**config.mk**
```make
export PLATFORM = sky130hd
export DESIGN_NAME = thermal_tx_framer
export DESIGN_NICKNAME = d
export VERILOG_FILES = /design/src/rtl/thermal_tx_framer.sv
export SDC_FILE = /design/constraint.sdc
export NUM_CORES = 1
export LEC_CHECK = 0
export ABC_AREA = 0
export CAP_MARGIN = 15
export CORE_MARGIN = 5
export CORE_UTILIZATION = 55
export CTS_BUF_LIST = sky130_fd_sc_hd__clkbuf_2
export CTS_CLUSTER_DIAMETER = 150
export DETAILED_ROUTE_END_ITERATION = 10
export PLACE_DENSITY = 0.78
export SLEW_MARGIN = 5
export SYNTH_ARGS = -nofsm -noshare
export SYNTH_HDL_FRONTEND = slang
export SYNTH_SLANG_ARGS = --single-unit
```
**constraint.sdc**
```tcl
create_clock -name clk -period 2.34 [get_ports clk]
set_clock_uncertainty 0.2 [all_clocks]
set_input_delay 0.468 -clock clk [delete_from_list [all_inputs] [get_ports clk]]
set_output_delay 0.468 -clock clk [all_outputs]
set_load 0.01 [all_outputs]
```
**src/rtl/thermal_tx_framer.sv**
```systemverilog
// thermal_tx_framer: serialises a byte into a timed preamble/data/parity heater bit stream with cool-down guard
module thermal_tx_framer #(
  parameter int BIT_CYCLES = 100000000,
  parameter int DATA_W = 8,
  parameter int PRE_LEN = 4,
  parameter logic [PRE_LEN-1:0] PREAMBLE = 4'b1010,
  parameter int GUARD_BITS = 2
) (
  input  logic              clk,
  input  logic              reset,
  input  logic [DATA_W-1:0] tx_data,
  input  logic              tx_valid,
  output logic              tx_ready,
  input  logic              tx_abort,
  output logic              heat_en,
  output logic              busy,
  output logic              frame_done,
  output logic              aborted
);
  localparam int TW = BIT_CYCLES > 1 ? $clog2(BIT_CYCLES) : 1;
  localparam int ML0 = PRE_LEN > DATA_W ? PRE_LEN : DATA_W;
  localparam int ML = ML0 > GUARD_BITS ? ML0 : GUARD_BITS;
  localparam int IW = ML > 1 ? $clog2(ML) : 1;
  typedef enum logic [2:0] {IDLE, PRE, DATA, PAR, GUARD} state_t;
  state_t state_q, state_d;
  logic [TW-1:0] timer_q, timer_d;
  logic [IW-1:0] idx_q, idx_d;
  logic [PRE_LEN-1:0] pre_q, pre_d;
  logic [DATA_W-1:0] data_q, data_d;
  logic par_q, par_d, heat_q, heat_d, done_q, done_d, abt_q, abt_d, flag_q, flag_d;
  logic wrap, sending;
  always_comb begin
    state_d = state_q;
    idx_d = idx_q;
    pre_d = pre_q;
    data_d = data_q;
    par_d = par_q;
    heat_d = heat_q;
    flag_d = flag_q;
    done_d = 1'b0;
    abt_d = 1'b0;
    wrap = timer_q == TW'(BIT_CYCLES - 1);
    sending = state_q == PRE || state_q == DATA || state_q == PAR;
    timer_d = (state_q == IDLE || wrap) ? '0 : timer_q + TW'(1);
    case (state_q)
      IDLE: if (tx_valid) begin
        state_d = PRE;
        heat_d = PREAMBLE[PRE_LEN-1];
        pre_d = PREAMBLE << 1;
        data_d = tx_data;
        par_d = ^tx_data;
        idx_d = '0;
        flag_d = 1'b0;
      end
      PRE: if (wrap) begin
        if (idx_q == IW'(PRE_LEN - 1)) begin
          state_d = DATA;
          heat_d = data_q[DATA_W-1];
          data_d = data_q << 1;
          idx_d = '0;
        end else begin
          heat_d = pre_q[PRE_LEN-1];
          pre_d = pre_q << 1;
          idx_d = idx_q + IW'(1);
        end
      end
      DATA: if (wrap) begin
        if (idx_q == IW'(DATA_W - 1)) begin
          state_d = PAR;
          heat_d = par_q;
          idx_d = '0;
        end else begin
          heat_d = data_q[DATA_W-1];
          data_d = data_q << 1;
          idx_d = idx_q + IW'(1);
        end
      end
      PAR: if (wrap) begin
        state_d = GUARD;
        heat_d = 1'b0;
        idx_d = '0;
      end
      GUARD: if (wrap) begin
        if (idx_q == IW'(GUARD_BITS - 1)) begin
          state_d = IDLE;
          done_d = 1'b1;
          abt_d = flag_q;
          idx_d = '0;
        end else begin
          idx_d = idx_q + IW'(1);
        end
      end
      default: state_d = IDLE;
    endcase
    if (tx_abort && sending) begin
      state_d = GUARD;
      heat_d = 1'b0;
      timer_d = '0;
      idx_d = '0;
      flag_d = 1'b1;
    end
  end
  always_ff @(posedge clk) begin
    if (!reset) begin
      state_q <= IDLE;
      timer_q <= '0;
      idx_q <= '0;
      pre_q <= '0;
      data_q <= '0;
      par_q <= 1'b0;
      heat_q <= 1'b0;
      done_q <= 1'b0;
      abt_q <= 1'b0;
      flag_q <= 1'b0;
    end else begin
      state_q <= state_d;
      timer_q <= timer_d;
      idx_q <= idx_d;
      pre_q <= pre_d;
      data_q <= data_d;
      par_q <= par_d;
      heat_q <= heat_d;
      done_q <= done_d;
      abt_q <= abt_d;
      flag_q <= flag_d;
    end
  end
  assign tx_ready = state_q == IDLE || !reset;
  assign busy = state_q != IDLE;
  assign heat_en = heat_q;
  assign frame_done = done_q;
  assign aborted = abt_q;
endmodule

```
---- Yosys cells after proc, flatten, opt, wreduce, memory -nomap -nowiden ----
Index checks and enable logic that the tools add are counted.
W data, S select, Z words.
operators by class
  bitwise gates (word level) .............. 1
  reduce and logical (&&, ||, !) cells .... 27
  eq/ne operators ......................... 26
  $add $sub $neg .......................... 2
  muxes and demuxes ....................... 40
operators by type and width
  operator                 count
  $mux W3                  17
  $mux W8                  5
  $pmux W3 S5              2
  $add A27 B1 Y27 const B  1
  $eq A27 B27 Y1 const B   1
  $pmux W8 S3              1
  $ne A2 B2 Y1 const B     8
  $reduce_and A8 Y1        2
  $mux W4                  3
  $ne A3 B2 Y1 const B     4
  $reduce_and A6 Y1        2
  $mux W1                  10
  $eq A3 B2 Y1 const B     3
  $pmux W4 S2              1
  $reduce_and A4 Y1        2
  $reduce_xor A8 Y1        1
  $eq A3 B1 Y1 const B     2
  $eq A3 B3 Y1 const B     2
  $ne A3 B1 Y1 const B     2
  $ne A3 B3 Y1 const B     2
  $reduce_bool A2 Y1       3
  $reduce_bool A3 Y1       2
  $reduce_and A5 Y1        1
  $reduce_bool A5 Y1       1
  other kinds (13)         18
storage, ports and cells
  register bits ........................... 50
  output and inout bits ................... 5

---- Logic depth before layout (Yosys ltp) ----
Gate-level depths: netlist of the first run.
  depth after elaboration ................. 6
  depth in mapped cells ................... 9

---- Least setup slack after synthesis of the first run ----
Ideal clock, no wire load.
  kind .................................... flip-flop to flip-flop
  from .................................... register timer_q[0]
  to ...................................... register timer_q[10]
  slack ................................... -0.011 ns
  cell stages (with the launch flop) ...... 10
  buffers on the path ..................... 3
  arrival time ............................ 2.033 ns
  data required time ...................... 2.023 ns
  cells stage by stage .................... dfxtp_1 ha_1 nand4_2 or2_0 buf_2 or3_1 buf_6 o211ai_2 buf_2 nor2_1
on the way
  cells in the longest elaborated chain, start to end .. 3
RTL lines
  item                                                                     RTL line  source
  start, declared                                                          26        logic [TW-1:0] timer_q, timer_d;
  start signal, assigned                                                   117       timer_q <= timer_d;
  parallel branches: the longest is 3 deep, another holds $add A27 B1 Y27  --
Parallel ways; which one is timed is not known.
A chain may end at the register's enable or synchronous reset.

---- Worst setup path in the final report of the first run ----
  from .................................... register state_q[0]
  to ...................................... output port tx_ready
on the way
  cells in the longest elaborated chain, start to end .. 2
RTL lines
  item                    RTL line  source
  start, declared         25        state_t state_q, state_d;
  start signal, assigned  116       state_q <= state_d;
  $logic_not A3 Y1        128       assign tx_ready = state_q == IDLE || !reset;
  $logic_or A1 B1 Y1      128
  end, declared           13        output logic tx_ready,
No other way between the ends.

==> qor.yml, run 1 <==
job:
  cap_violations: 0
setup_path:
  arrival_ps: 1530
  slowest_stage: "or3_4"
  path_cells: "or3_4 > nand2_1 > dlygate4sd2_1"
  crit_type: "reg -> out"
  crit_path_max_incr_delay_ps: 400
  critPathCaptureType: "output pin"
  worstSetupStartpointType: "flip-flop"
  worstPathRequired_ps: 1670
  path_max_fanout: 5
floorplanning:
  die_h_um: 77.1
  die_x_um: 77.1
  num_rows: 24
  core_um2: 4350
  initial_core_util_pct: 56.8
  die-area_um2: 5940
  pin_count: 17
power:
  power_density_nw_per_um2: 492
  p_leak_uw: 0.00100
  peakVddDrop_mv: 0.279
final_layout:
  fin_util_pct: 65.6
  layout-drive-gt1-share_pct: 13.9
  area_delta_synth_final_pct: 15.5
  final_area_um2: 2860
  fillCellCount: 390
  multiInputGateArea_um2: 1450
  stdcell_count: 368
  seq_area_um2: 962
  antennaDiodeCount: 0
  finalNetCount: 334
route:
  via_per_inst: 5.68
  dr.pass1.iters: 4
  wl_per_cell_um: 13.7
  vias: 2092
  ant_nets: 0
  drc: 0
  drt-total-wl_mm: 5.04
  drt-initial-drc-count: 139
cts:
  cts_tree: "built"
  holdBufCountCts: 0
  clock_sinks: 48
  htreeDepth: 2
  ctsLongestPathBuffers: 2
  insertion_delay_ps: 430
  cts-root-buf: "clkbuf_2"
  cts.clk_slew.worst_paths_ps: 230
  numCtsBuffers: 5
yosys:
  syn-cell-area_um2: 2470
  netlist_instances: 286
  ys_warn_count: 0
  synth.ff_latch_count: 48
  synth_fp_nets: 305
  yosysSeqAreaShare_pct: 38.8
  avgSynthCellArea_um2: 8.65
  yosysUniqueCellTypes: 46
sta:
  layout_setup_ws_ps: 145
  finalHoldViolCount: 0
  tightest_slew_ps: 539
  slew_headroom_pct: 63.7
  fin_setup_tns_ps: 0
  setup_viol_count_final: 0
  maxSlewViolCount: 0
  fin_crit_ps: 2200
  fmax_ghz: 0.456
  period_share_pct: 93.8
  rsz0062_at_grt: "no"
global_route:
  grt_max_degree: 28
  grt_pass1_wl_mm: 8.62
  antenna_found_initial: 0
  grt_pass1_vias: 1933
  grt.total_usage_pct: 17.4
  overflow: 0
place:
  placed_area_um2: 2800
  hpwl_mm: 3.66
  port_buffers: 16
  dp_slack_ps: 65.5
  place.gp.congestion: 0.826
  dp.cells: 360
run_status:
  status: "complete, no violations"
hold_path:
  hold_path_class: "reg -> reg"
==> repair_timing <==
| action | CTS | global route |
|---|---|---|
| hold endpoints to repair | 0 | 0 |
| setup buffers | 0 | 0 |
| resized for setup | 4 | 5 |
| endpoints found under the setup margin | 2 | 44 |
==> flip-flops by register name (all words and copies together) (netlist names) <==
signal,count
state_q,3
data_q,8
timer_q,27
frame_done,1
idx_q,3
par_q,1
pre_q,2
aborted,1
flag_q,1
heat_en,1
==> cells by family after synthesis <==
logic type	share of synthesized area, %
flip-flops	38.8
XOR/XNOR	11.7
multiplexers	0.405
AO/OA/AOI/OAI	15.7
buffers and inverters	3.64
AND/OR/NAND/NOR	26.2
adder cells (fa/ha/maj)	3.54
==> per-layer routing <==
layer,up-vias,wire length (um),global-route usage [%]
li1,1070,-,-
met2,55,2330,28.6
met5,-,0,0
met1,960,2350,22.7
met3,7,297,4.22
met4,0,63,5.15
==> final cells by class <==
class / instances / share of cell area (%)
clock buffer: 5 / 0.876
clock inverter: 3 / 0.482
inverter: 7 / 0.919
multi-input combinational: 217 / 50.6
sequential: 48 / 33.7
tap: 52 / 2.28
timing repair buffer: 36 / 11.2
==> cells in the mapped netlist (all sizes together) <==
master | n | area share, %
a211oi | 1 | 0.30
a21boi | 1 | 0.30
a21o | 2 | 0.61
a21oi | 11 | 2.7
a221oi | 1 | 0.35
a31oi | 1 | 0.25
and2 | 3 | 0.76
and3 | 3 | 0.76
and4 | 4 | 1.4
buf | 4 | 1.1
clkbuf | 10 | 1.5
dfxtp | 48 | 39
ha | 7 | 3.5
inv | 7 | 1.1
mux2i | 1 | 0.40
nand2 | 12 | 1.8
nand2b | 6 | 1.5
nand3 | 16 | 3.2
nand3b | 1 | 0.30
nand4 | 11 | 3.0
nor2 | 41 | 6.2
nor2b | 3 | 0.76
nor3 | 3 | 0.61
nor3b | 2 | 0.61
nor4 | 4 | 1.0
nor4b | 3 | 1.1
nor4bb | 2 | 0.81
o2111ai | 1 | 0.35
o211ai | 2 | 0.81
o21a | 9 | 2.7
o21ai | 14 | 2.8
o221a | 7 | 3.2
o22a | 1 | 0.35
o31a | 1 | 0.35
o31ai | 2 | 0.61
or2 | 3 | 0.76
or3 | 3 | 0.76
or4 | 1 | 0.30
or4b | 1 | 0.40
xnor2 | 18 | 6.4
xor2 | 15 | 5.3
==> critical path: cells and delay by family (launching register included) <==
kind | cells | cell delay [ps]
buf+inv | 1 | 260
simple gates | 2 | 470
flops | 1 | 380
==> per-stage QoR <==
step / hold WS [ps] / power [uW]
after CTS: 299 / 1410
after detailed placement: 270 / 1100
after global routing: 325 / 1480
after global placement: 252 / 1090
final: 291 / 1410
after floorplan: 238 / 1020
==> power by group <==
part           switching, uW  internal [uW]
clock                    255           67.1
combinational            111            108
sequential              16.0            848
total                    382           1020
==> placed cells by master, fill, tap and decap left out, types with 4 or more instances in the layout <==
cell type	instances
nand2_1	12
nor4_1	4
inv_1	7
dfxtp_1	47
o21ai_0	13
clkbuf_2	5
xnor2_1	18
a21oi_1	10
buf_4	19
nand3_1	16
nand4_1	10
nand2b_1	6
ha_1	7
xor2_1	15
nor2_1	41
o21a_1	9
o221a_2	7
and4_1	4
clkdlybuf4s50_1	14
==> worst paths after layout <==
kind | start | to | slack (ps) | cells past startpoint
worst max-delay path | state_q[0] | tx_ready | 140 | 3
worst min-delay path | pre_q[2] | pre_q[3] | 290 | 2
worst max register to register | timer_q[1] | state_q[1] | 140 | 6
worst min register to register | pre_q[2] | pre_q[3] | 290 | 2
Note: power is estimated with default switching activity, not from simulation.
==> inputs of run 2 (changes only) <==
- CAP_MARGIN: 15 -> not set
- REMOVE_ABC_BUFFERS: not set -> 1
==> run 2 against run 1 <==
Total power is 10% higher; cell area is 1.8% higher; die area stayed put; register-to-register slack worse by 40 ps; via count is 1.8% lower; core utilization is 1.2 points higher; largest cell class unchanged.
==> qor.yml, run 2 (synthesis results as in run 1) <==
final_layout:
  final_cell_mix: "45 x dfxtp_1, 41 x nor2_1, 20 x buf_4"
  area_delta_synth_final_pct: 17.7
  layout-drive-gt1-share_pct: 16.1  # +2.2 points
  final_common_cell: "dfxtp_1"
  top_regs: "timer_q (27), data_q (8)"
  regMostFlops: "timer_q"
  stdcell_count: 369  # +0.27%
  largest_reg_flops: 27  # unchanged
  finalNetCount: 335  # +0.30%
  antennaDiodeCount: 0  # unchanged
  final_area_um2: 2910  # +1.8%
power:
  power_density_nw_per_um2: 532  # +8.2%
  p_leak_uw: 0.00102  # +1.5%
  peakVddDrop_mv: 0.349  # +25%
route:
  ant_nets: 0  # unchanged
  via_per_inst: 5.57  # -2.1%
  met3_length_um: 199  # -33%
  dr.pass1.iters: 4  # unchanged
  wl_met2_mm: 2.40  # +3.1%
  drt-initial-drc-count: 141  # +1.4%
  wl_per_cell_um: 13.7  # about the same
  drc: 0  # unchanged
  vias: 2054  # -1.8%
  drt-met1-wl_mm: 2.39  # +1.9%
  routed.top_layer: "met4"
  drt-total-wl_mm: 5.05  # +0.30%
floorplanning:
  die_h_um: 77.1  # unchanged
  num_rows: 24  # unchanged
  die-area_um2: 5940  # unchanged
  initial_core_util_pct: 56.8  # unchanged
  die_x_um: 77.1  # unchanged
  pin_count: 17  # unchanged
  core_um2: 4350  # unchanged
cts:
  numCtsBuffers: 5  # unchanged
  holdBufCountCts: 0  # unchanged
  ctsLongestPathBuffers: 2  # unchanged
  clock_sinks: 48  # unchanged
  postCtsSetupBuffers: 0  # unchanged
  insertion_delay_ps: 440  # about the same
  cts_tree: "built"
  cts-root-buf: "clkbuf_2"
  htreeDepth: 2  # unchanged
  cts.clk_slew.worst_paths_ps: 270  # +40 ps
setup_path:
  crit_buf_inv: 1  # unchanged
  cpLargestDelayFamily: "simple AND/OR/NAND/NOR gates"
  path_cells: "ha_2 > nand4_2 > or2_1 > buf_4 > or4b_1 > a21o_1 > a21oi_2"
  crit_path_max_incr_delay_ps: 560  # +160 ps
  reg2reg_slack_ps: 100  # -40 ps
  path_max_fanout: 5  # unchanged
  r2r-start: "timer_q[0]"
  worstPathRequired_ps: 2550  # +880 ps
  ff2ff_path_depth: 7  # +1
  worstSetupStartpointType: "flip-flop"
  r2r-end: "heat_en"
  arrival_ps: 2450  # +920 ps
  slowest_stage: "or4b_1"
  critPathCaptureType: "flip-flop"
  crit_type: "reg -> reg"
place:
  hpwl_mm: 3.63  # -0.75%
  port_buffers: 16  # unchanged
  place.gp.congestion: 0.796  # -3.5%
  placed_area_um2: 2810  # +0.27%
  dp.cells: 361  # +0.28%
global_route:
  grt_pass1_vias: 1895  # -2.0%
  overflow: 0  # unchanged
  grt_max_degree: 28  # unchanged
  grt_pass1_wl_mm: 8.72  # +1.2%
  antenna_found_initial: 0  # unchanged
  grt.total_usage_pct: 17.9  # +0.43 points
run_status:
  status: "complete, no violations"
sta:
  fin_crit_ps: 2240  # +43.9 ps
  finalHoldViolCount: 0  # unchanged
  maxSlewViolCount: 0  # unchanged
  fmax_ghz: 0.447  # -2.0%
  slew_headroom_pct: 68.9  # +5.2 points
  setup_viol_count_final: 0  # unchanged
  period_share_pct: 95.7  # +1.9 points
  tightest_slew_ps: 464  # -74.8 ps
  fin_setup_tns_ps: 0  # unchanged
hold_path:
  min_path_cells: 2  # unchanged
  hp-start: "pre_q[2]"
  hold_path_class: "reg -> reg"
  min_to: "pre_q[3]"
job:
  cap_violations: 0  # unchanged
run 2: final cells by class:
type                            count  area (um2)
Tap cell                           52        65.1
Clock inverter                      3        46.3
Clock buffer                        5        25.0
Timing Repair Buffer               37         328
Inverter                            7        26.3
Multi-Input combinational cell    217        1460
Fill cell                         380        1440
Sequential cell                    48         965
run 2: timing repair:
item | 4_1_cts | 5_1_grt
setup endpoints to repair | 3 | 39
resized for setup | 5 | 8
pin swaps | 0 | 0
cloned | 0 | 0
run 2: metal layers:
layer / global-route usage [%] / vias up
li1: - / 1073
met1: 23.5 / 942
met2: 28.7 / 34
met3: 5.04 / 5
met4: 4.64 / 0
met5: 0 / -
run 2: report_power, final:
part,total [uW],leakage [uW],internal (uW),switching [uW]
logic,219,0.000588,106,112
clock network,464,0.0000396,184,280
registers,866,0.000391,849,16.7
run 2: worst register-to-register path: cells and delay by family (launching register included):
family | cells | cell delay (ps)
compound gates | 2 | 340
fa+ha+maj | 1 | 200
buf+inv | 1 | 160
flops | 1 | 380
simple gates | 3 | 950
run 2: how the worst max path moves through the flow:
stage               start           to  slack (ps)  depth (start not counted)
2_1_floorplan  timer_q[0]  timer_q[10]         -10                          6
3_3_place_gp   timer_q[9]   state_q[1]          70                          5
3_5_place_dp   timer_q[0]   state_q[1]          20                          6
4_1_cts        timer_q[0]    data_q[3]           7                          7
5_1_grt        timer_q[1]      heat_en         -20                          7
6_report       timer_q[0]      heat_en         100                          7
run 2: through the flow:
| step | util, % | power [uW] | setup slack [ps] | hold WS (ps) |
|---|---|---|---|---|
| final | 66.8 | 1550 | 101 | 295 |
| after global routing | 66.8 | 1640 | -15.2 | 322 |
| after CTS | 66.3 | 1560 | 6.95 | 297 |
| after detailed placement | 64.4 | 1090 | 24.5 | 262 |
| after global placement | 64.4 | 1090 | 73.0 | 249 |
| after floorplan | - | 1010 | -11.2 | 238 |
==> inputs of run 3 (changes only) <==
- CORE_UTILIZATION: 55 -> 50
- PLACE_DENSITY: 0.78 -> 0.72
==> run 3 against run 2 <==
Non-clock buffer count increased by 2; sequential share of layout area is 0.31 points lower; cell count is 4.6% higher; wire length up 4.0%; maximum frequency is 1.0% lower; critical path type unchanged; die area up 8.7%; via count rose by 4.7%; worst setup slack got worse by 23 ps.
==> qor.yml, run 3 (synthesis results as in run 1) <==
final_layout:
  antennaDiodeCount: 0  # unchanged
  finalNetCount: 337  # +0.60%
  largest_reg_flops: 27  # unchanged
  regMostFlops: "timer_q"
  top_regs: "timer_q (27), data_q (8)"
  final_cell_mix: "45 x dfxtp_1, 41 x nor2_1, 22 x buf_4"
  layout-drive-gt1-share_pct: 16.3  # +0.21 points
  final_common_cell: "dfxtp_1"
  area_delta_synth_final_pct: 19.4
  fin_util_pct: 62.1  # -4.7 points
cts:
  holdBufCountCts: 0  # unchanged
  ctsLongestPathBuffers: 2  # unchanged
  cts_tree: "built"
  cts.clk_slew.worst_paths_ps: 250  # -20 ps
  htreeDepth: 2  # unchanged
  clock_sinks: 48  # unchanged
  numCtsBuffers: 5  # unchanged
  insertion_delay_ps: 440  # about the same
  cts-root-buf: "clkbuf_2"
floorplanning:
  initial_core_util_pct: 52.0  # -4.8 points
  die_x_um: 80.3  # +4.2%
  num_rows: 25  # +4.2%
  pin_count: 17  # unchanged
  die_h_um: 80.3  # +4.2%
  die-area_um2: 6450  # +8.7%
  core_um2: 4750  # +9.2%
route:
  ant_nets: 0  # unchanged
  drt-total-wl_mm: 5.26  # +4.0%
  wl_per_cell_um: 13.6  # -0.54%
  drt-initial-drc-count: 126  # -11%
  via_per_inst: 5.57  # about the same
  vias: 2150  # +4.7%
  dr.pass1.iters: 4  # unchanged
  drc: 0  # unchanged
place:
  hpwl_mm: 3.70  # +1.8%
  place.gp.congestion: 0.807  # +1.4%
  port_buffers: 16  # unchanged
global_route:
  busiest_layer: "met2"
  antenna_found_initial: 0  # unchanged
  grt_max_degree: 28  # unchanged
  grt_pass1_wl_mm: 8.87  # +1.7%
  overflow: 0  # unchanged
  grt.total_usage_pct: 17.4  # -0.48 points
  use_met2_pct: 29.9  # +1.2 points
  met3_usage_pct: 5.38  # +0.35 points
  grtUsageMet1_pct: 20.5  # -3.1 points
  grt_pass1_vias: 2029  # +7.1%
sta:
  fin_crit_ps: 2260  # +22.8 ps
  slew_headroom_pct: 62.0  # -6.9 points
  finalHoldViolCount: 0  # unchanged
  maxSlewViolCount: 0  # unchanged
  tightest_slew_ps: 564  # +100 ps
  period_share_pct: 96.7  # +0.97 points
  fmax_ghz: 0.442  # -1.0%
  rsz0062_at_grt: "no"
  setup_viol_count_final: 0  # unchanged
setup_path:
  worstSetupStartpointType: "flip-flop"
  critPathCaptureType: "flip-flop"
  arrival_ps: 2460  # about the same
  worstPathRequired_ps: 2530  # -20 ps
  crit_type: "reg -> reg"
  path_max_fanout: 6  # +1
power:
  totalPowerFinal_uw: 1530  # -0.90%
  peakVddDrop_mv: 0.315  # -9.6%
  p_leak_uw: 0.00104  # +1.9%
  power_density_nw_per_um2: 520  # -2.3%
job:
  cap_violations: 0  # unchanged
hold_path:
  hold_path_class: "reg -> reg"
run_status:
  status: "complete, no violations"
-- run 3: per-layer routing --
layer	wire [um]	share of wire (%)
met3	183	3.5
met2	2620	50
met5	0	0
met1	2390	46
met4	62	1.2
-- run 3: cell type report --
cell class                 count  area (um2)
multi-input combinational    217        1470
sequential                    48         970
clock inverter                 2        35.0
inverter                       7        26.3
fill                         430        1800
tap                           67        83.8
timing repair buffer          39         343
clock buffer                   6        30.0
-- run 3: through the flow --
stage	setup WS, ps	cells	hold WS, ps	setup TNS (ps)	area [um2]
floorplan	-11.2	272	238	-279	2410
global placement	-3.50	377	246	-3.50	2830
detailed placement	-5.20	377	261	-25.2	2830
CTS	17.7	385	294	0	2910
global route	3.18	386	331	0	2950
finish	78.3	386	282	0	2950
-- run 3: final timing paths --
path	start	endpoint	cells after the start	slack, ps
worst max register to register	timer_q[9]	state_q[1]	5	80
worst max-delay path	timer_q[9]	state_q[1]	5	80
worst min-delay path	pre_q[2]	pre_q[3]	2	280
worst min register to register	pre_q[2]	pre_q[3]	2	280
-- run 3: report_power, final --
| part | leakage [uW] | internal [uW] | switching, uW |
|---|---|---|---|
| logic | 0.000603 | 106 | 113 |
| clock network | 0.0000430 | 183 | 270 |
| registers | 0.000391 | 846 | 15.7 |
-- run 3: repair_timing --
item | CTS | global route
endpoints found under the setup margin | 10 | 10
resized for setup | 6 | 10
pin swaps | 0 | 2
buffers inserted | 0 | 1
-- run 3: worst max-delay path: stages (launching register included) --
cell	delay, ps
dfxtp_4	420
nor4b_4	310
nand4_1	260
or3_4	480
or3_1	370
a21oi_1	170
